===== config.mk =====
export PLATFORM = sky130hd
export DESIGN_NAME = mux_lut2_bist
export DESIGN_NICKNAME = d
export VERILOG_FILES = /design/src/rtl/mux_lut2_pkg.sv /design/src/rtl/mux_lut2_bist_mux2x1.sv /design/src/rtl/mux_lut2_bist.sv
export SDC_FILE = /design/constraint.sdc
export NUM_CORES = 1
export LEC_CHECK = 0
export CAP_MARGIN = 20
export CORE_MARGIN = 1.5
export CORE_UTILIZATION = 55
export DETAILED_ROUTE_END_ITERATION = 8
export DONT_BUFFER_PORTS = 1
export PLACE_DENSITY = 0.7
export SETUP_SLACK_MARGIN = 0.4
export SYNTH_ARGS = -nofsm -noshare
export SYNTH_HDL_FRONTEND = slang
export SYNTH_SLANG_ARGS = --single-unit

===== constraint.sdc =====
create_clock -name clk -period 4.9 [get_ports clk]
set_clock_uncertainty 0.2 [all_clocks]
set_input_delay 0.98 -clock clk [delete_from_list [all_inputs] [get_ports clk]]
set_output_delay 0.98 -clock clk [all_outputs]
set_load 0.05 [all_outputs]

===== src/rtl/mux_lut2_pkg.sv =====
// mux_lut2_pkg -- shared types and helpers for the mux-only 2-input LUT with
// built-in self-test.
//   op_t      : gate opcode as presented on cfg_op
//   state_t   : self-test controller states
//   op_to_tt  : opcode -> 4-bit truth table indexed by {b,a}
//   op_eval   : operator-level reference result used by the self-test compare
package mux_lut2_pkg;

  typedef enum logic [2:0] {
    OP_BUF_A = 3'd0,
    OP_INV_A = 3'd1,
    OP_AND   = 3'd2,
    OP_OR    = 3'd3,
    OP_XOR   = 3'd4,
    OP_NAND  = 3'd5,
    OP_NOR   = 3'd6,
    OP_XNOR  = 3'd7
  } op_t;

  typedef enum logic [1:0] {
    ST_IDLE = 2'd0,
    ST_RUN  = 2'd1,
    ST_DONE = 2'd2
  } state_t;

  localparam logic [3:0] TT_RESET = 4'b1010;  // BUF_A

  function automatic logic [3:0] op_to_tt(op_t op);
    logic [3:0] tt;
    case (op)
      OP_BUF_A: tt = 4'b1010;
      OP_INV_A: tt = 4'b0101;
      OP_AND:   tt = 4'b1000;
      OP_OR:    tt = 4'b1110;
      OP_XOR:   tt = 4'b0110;
      OP_NAND:  tt = 4'b0111;
      OP_NOR:   tt = 4'b0001;
      OP_XNOR:  tt = 4'b1001;
      default:  tt = TT_RESET;
    endcase
    return tt;
  endfunction

  // Deliberately written with logic operators rather than a table lookup so the
  // self-test compares the mux tree against an independent formulation.
  function automatic logic op_eval(op_t op, logic a, logic b);
    logic r;
    case (op)
      OP_BUF_A: r = a;
      OP_INV_A: r = ~a;
      OP_AND:   r = a & b;
      OP_OR:    r = a | b;
      OP_XOR:   r = a ^ b;
      OP_NAND:  r = ~(a & b);
      OP_NOR:   r = ~(a | b);
      OP_XNOR:  r = ~(a ^ b);
      default:  r = a;
    endcase
    return r;
  endfunction

endpackage


===== src/rtl/mux_lut2_bist_mux2x1.sv =====
// mux2x1 -- single 2:1 mux cell, the only primitive used by the LUT tree.
//   d0, d1 : data inputs
//   sel    : select (1 picks d1)
//   y      : selected data
module mux2x1 (
  input  logic d0,
  input  logic d1,
  input  logic sel,
  output logic y
);

  assign y = sel ? d1 : d0;

endmodule


===== src/rtl/mux_lut2_bist.sv =====
// mux_lut2_bist -- 2-input gate built from a registered truth table and a tree
// of three 2:1 muxes, with a 4-vector self-test run after each configuration
// or on request.
//   clk, rst        : clock, asynchronous active-high reset
//   cfg_vld/cfg_op  : configuration request and opcode; cfg_rdy gates accept
//   rerun           : repeat the self-test with the current configuration
//   a, b / y        : functional operands and result (y forced 0 while busy)
//   busy/done/pass  : self-test status; err_vec flags failing {b,a} vectors
//   fault_en        : only when MUX_LUT2_FAULT_INJECT_EN is defined; inverts
//                     tt[3] at the tree input during the self-test
//
// state | meaning
// IDLE  | no test run since reset, functional path active
// RUN   | stepping vec 0..3 through the tree, cfg/rerun ignored
// DONE  | result held on done/pass/err_vec, functional path active
module mux_lut2_bist
  import mux_lut2_pkg::*;
(
  input  logic       clk,
  input  logic       rst,
  input  logic       cfg_vld,
  input  logic [2:0] cfg_op,
  output logic       cfg_rdy,
  input  logic       rerun,
  input  logic       a,
  input  logic       b,
`ifdef MUX_LUT2_FAULT_INJECT_EN
  input  logic       fault_en,
`endif
  output logic       y,
  output logic       busy,
  output logic       done,
  output logic       pass,
  output logic [3:0] err_vec
);

  state_t     state_q, state_d;
  op_t        op_q, op_d;
  logic [3:0] tt_q, tt_d;
  logic [1:0] vec_q, vec_d;
  logic [3:0] err_q, err_d;
  logic       pass_q, pass_d;

  logic start_cfg, start_rerun;
  logic sel_a, sel_b, tt3_eff;
  logic m0, m1, tree_y, mismatch;

  // cfg_vld wins over rerun; both are dead while cfg_rdy is low.
  assign start_cfg   = cfg_vld && cfg_rdy;
  assign start_rerun = rerun && cfg_rdy && !cfg_vld;

  assign sel_a = busy ? vec_q[0] : a;
  assign sel_b = busy ? vec_q[1] : b;

`ifdef MUX_LUT2_FAULT_INJECT_EN
  assign tt3_eff = tt_q[3] ^ (fault_en & busy);
`else
  assign tt3_eff = tt_q[3];
`endif

  mux2x1 u_mux_lo (.d0(tt_q[0]), .d1(tt_q[1]), .sel(sel_a), .y(m0));
  mux2x1 u_mux_hi (.d0(tt_q[2]), .d1(tt3_eff), .sel(sel_a), .y(m1));
  mux2x1 u_mux_out (.d0(m0), .d1(m1), .sel(sel_b), .y(tree_y));

  assign mismatch = tree_y != op_eval(op_q, vec_q[0], vec_q[1]);

  assign y       = tree_y & ~busy;
  assign pass    = pass_q;
  assign err_vec = err_q;

  always_ff @(posedge clk or posedge rst) begin
    if (rst) state_q <= ST_IDLE;
    else     state_q <= state_d;
  end

  always_comb begin
    state_d = state_q;
    case (state_q)
      ST_IDLE, ST_DONE: if (start_cfg || start_rerun) state_d = ST_RUN;
      ST_RUN:           if (vec_q == 2'd3) state_d = ST_DONE;
      default:          state_d = ST_IDLE;
    endcase
  end

  always_comb begin
    busy    = (state_q == ST_RUN);
    done    = (state_q == ST_DONE);
    cfg_rdy = (state_q != ST_RUN);
  end

  always_comb begin
    op_d   = op_q;
    tt_d   = tt_q;
    vec_d  = vec_q;
    err_d  = err_q;
    pass_d = pass_q;
    if (start_cfg) begin
      op_d   = op_t'(cfg_op);
      tt_d   = op_to_tt(op_t'(cfg_op));
      vec_d  = 2'd0;
      err_d  = 4'b0000;
      pass_d = 1'b0;
    end else if (start_rerun) begin
      vec_d  = 2'd0;
      err_d  = 4'b0000;
      pass_d = 1'b0;
    end else if (busy) begin
      err_d[vec_q] = err_q[vec_q] | mismatch;
      vec_d        = vec_q + 2'd1;
      if (vec_q == 2'd3) pass_d = ~|err_d;
    end
  end

  always_ff @(posedge clk or posedge rst) begin
    if (rst) begin
      op_q   <= OP_BUF_A;
      tt_q   <= TT_RESET;
      vec_q  <= 2'd0;
      err_q  <= 4'b0000;
      pass_q <= 1'b0;
    end else begin
      op_q   <= op_d;
      tt_q   <= tt_d;
      vec_q  <= vec_d;
      err_q  <= err_d;
      pass_q <= pass_d;
    end
  end

endmodule

==> results.yml <==
timing:
  finalCritPeriodShare_pct: 66.35
  clock.fmax_mhz: 307.6
  timing.final.crit_period_ns: 3.251
  slew_viol_final: 0
  rsz0062_at_grt: "no"
  fin_tns_setup_ns: 0
  report.final.setup_viol: 0
  relSlewSlack_pct: 32.93
  hold_viol: 0
  worstMarginPinSlew_ns: 1.004
floorplan:
  start_util_pct: 61.24
  dieArea_mm2: 0.001995
  num_rows: 14
  dieHeight_um: 44.66
  die_w_um: 44.66
  pin_count: 18
  coreArea_mm2: 0.001559
final_layout:
  fin_area_um2: 989.7
  n_antenna_cell: 0
  seq_area_um2: 402.9
  area_growth_pct: 3.670
  nets: 117
  fillers: 139
  multi_input_area_um2: 491.7
  drive_gt1_share_pct: 9.709
routing:
  routedWlPerCell_um: 16.02
  vias_per_cell: 6.076
  ant_nets: 0
  wirelength_mm: 1.906
  drc: 0
  dr_total_vias: 723
  dr.pass1.iters: 4
  first_iter_violations: 14
synthesis:
  avgSynthCellArea_um2: 9.452
  syn_inst: 101
  ys_top_cells_by_area: "dfrtp_1 37%, o21ai_0 6.8%, dfstp_2 5.5%, ha_1 5.2%, mux4_2 4.7%"
  ys.flop_type: "dfrtp_1"
  async_flop_share_pct: 100.0
  syn_nets: 114
  ys_seq_area_share_pct: 42.20
  synth.most_common_cell: "dfrtp_1"
  synth_warnings: 0
  synth_top_area_share_pct: 36.70
  ys_ff_latch: 16
  synth_top_area_cell: "dfrtp_1"
  synthDistinctLibCells: 31
  synthTopCellsByCount: "14 x dfrtp_1, 13 x o21ai_0, 12 x nand2_1"
  synth_edf_count: 0
  synth_area_um2: 954.7
setup_path:
  reg2reg_slack_ns: 2.53
  start_kind: "input port"
  crit_required_ns: 3.72
  crit_arrival_ns: 2.07
  path_class: "in2out"
  critPathMaxFanout: 4
  critPathCaptureType: "primary output"
global_routing:
  antenna_found_initial: 0
  grt_pass1_wl_mm: 3.346
  grt_overflow: 0
  grt_usage_pct: 23.87
  grt_pass1_vias: 721
  grt_max_degree: 17
run_status:
  status: "complete, no violations"
placed_design:
  port_buffers: 0
  dp_hpwl_mm: 1.414
  gp_congestion: 0.9047
  dpl-instance-area_um2: 963.4
clocking:
  post-cts-setup-buffers: 0
  cts_resized: 0
  cts_tree: "built"
  cts_buffers: 3
  clock_path_buffers: 2
  path_clk_slew_ns: 0.09
  h-tree-depth: 1
  clock_latency_ns: 0.29
  ctsHoldBuffers: 0
  cts_sinks: 16
  cts_root_buf: "clkbuf_4"
run:
  drv_cap: 0
min_path:
  min_path_type: "reg2reg"
-- cells in the final DEF, fill, tap and decap left out --
master / instances
o21ai_0: 13
clkbuf_4: 3
a22o_1: 1
a22oi_1: 3
nand2b_1: 5
a32o_1: 1
nor2b_1: 3
o31ai_1: 1
a211oi_1: 1
o22ai_1: 2
o2111ai_1: 2
dfrtp_1: 14
a32oi_1: 1
nand4_1: 1
a21oi_1: 2
nor2_1: 4
dfstp_2: 2
ha_1: 4
mux2i_1: 3
clkinv_1: 1
xor2_1: 1
clkbuf_1: 1
and2_1: 1
xnor2_1: 2
buf_4: 1
mux4_2: 2
nand3_1: 2
nand2_1: 12
a2bb2oi_1: 1
inv_1: 10
mux2_2: 2
or3_1: 1
-- stage by stage --
stage / utilization [%] / hold slack [ns] / setup slack (ns) / instances
after floorplan: - / 0.2448 / 1.680 / 101
after global routing: 63.48 / 0.3120 / 1.575 / 119
after global placement: 61.80 / 0.2615 / 1.664 / 115
after detailed placement: 61.80 / 0.2717 / 1.644 / 115
after CTS: 63.48 / 0.2837 / 1.644 / 119
final: 63.48 / 0.2808 / 1.649 / 119
-- path summary, 6_finish.rpt --
path / endpoint / cells past startpoint / startpoint
setup / recovery: y / 3 / a
hold / removal: state_q[0]$_DFFE_PP0P_ / 1 / state_q[0]$_DFFE_PP0P_
setup reg to reg: pass$_DFFE_PP0P_ / 6 / state_q[0]$_DFFE_PP0P_
hold reg to reg: state_q[0]$_DFFE_PP0P_ / 1 / state_q[0]$_DFFE_PP0P_
max in group asynchronous: state_q[1]$_DFFE_PP0P_ / 1 / rst
min in group asynchronous: op_q[1]$_DFFE_PP0P_ / 1 / rst
-- cells by family (layout without fill, tap and decap cells) --
group | Yosys count | in the layout | synth area share, %
multiplexers | 7 | 7 | 10.22
AO/OA/AOI/OAI | 28 | 28 | 18.74
AND/OR/NAND/NOR | 29 | 29 | 14.55
flip-flops | 16 | 16 | 42.20
adder cells (fa/ha/maj) | 4 | 4 | 5.243
buffers and inverters | 14 | 16 | 6.291
XOR/XNOR | 3 | 3 | 2.753
-- registers in the layout, indices dropped and copies added (netlist names) --
register,count
err_vec,4
tt_q,4
op_q,3
state_q,2
vec_q,2
pass,1
-- final cells by class --
cell class	count	area share, %
Sequential cell	16	40.71
Multi-Input combinational cell	71	49.68
Tap cell	16	2.023
Timing Repair Buffer	1	0.7585
Inverter	11	4.172
Clock buffer	4	2.655
-- layer usage --
layer | share of wire [%] | routed length [µm] | GRT usage (%) | vias to the layer above
li1 | - | - | - | 362
met1 | 43 | 824 | 28.20 | 345
met2 | 51 | 970 | 41.74 | 12
met3 | 3.5 | 66 | 2.857 | 4
met4 | 2.3 | 44 | 12.73 | 0
met5 | 0 | 0 | 0 | -
-- worst max-delay path: stages --
cell and delay [ns]:
mux2i_1 0.17, mux4_2 0.57, and2_1 0.35
Power is not shown: default switching activity piles up to over one toggle a cycle in this logic, so the estimate is an artifact.
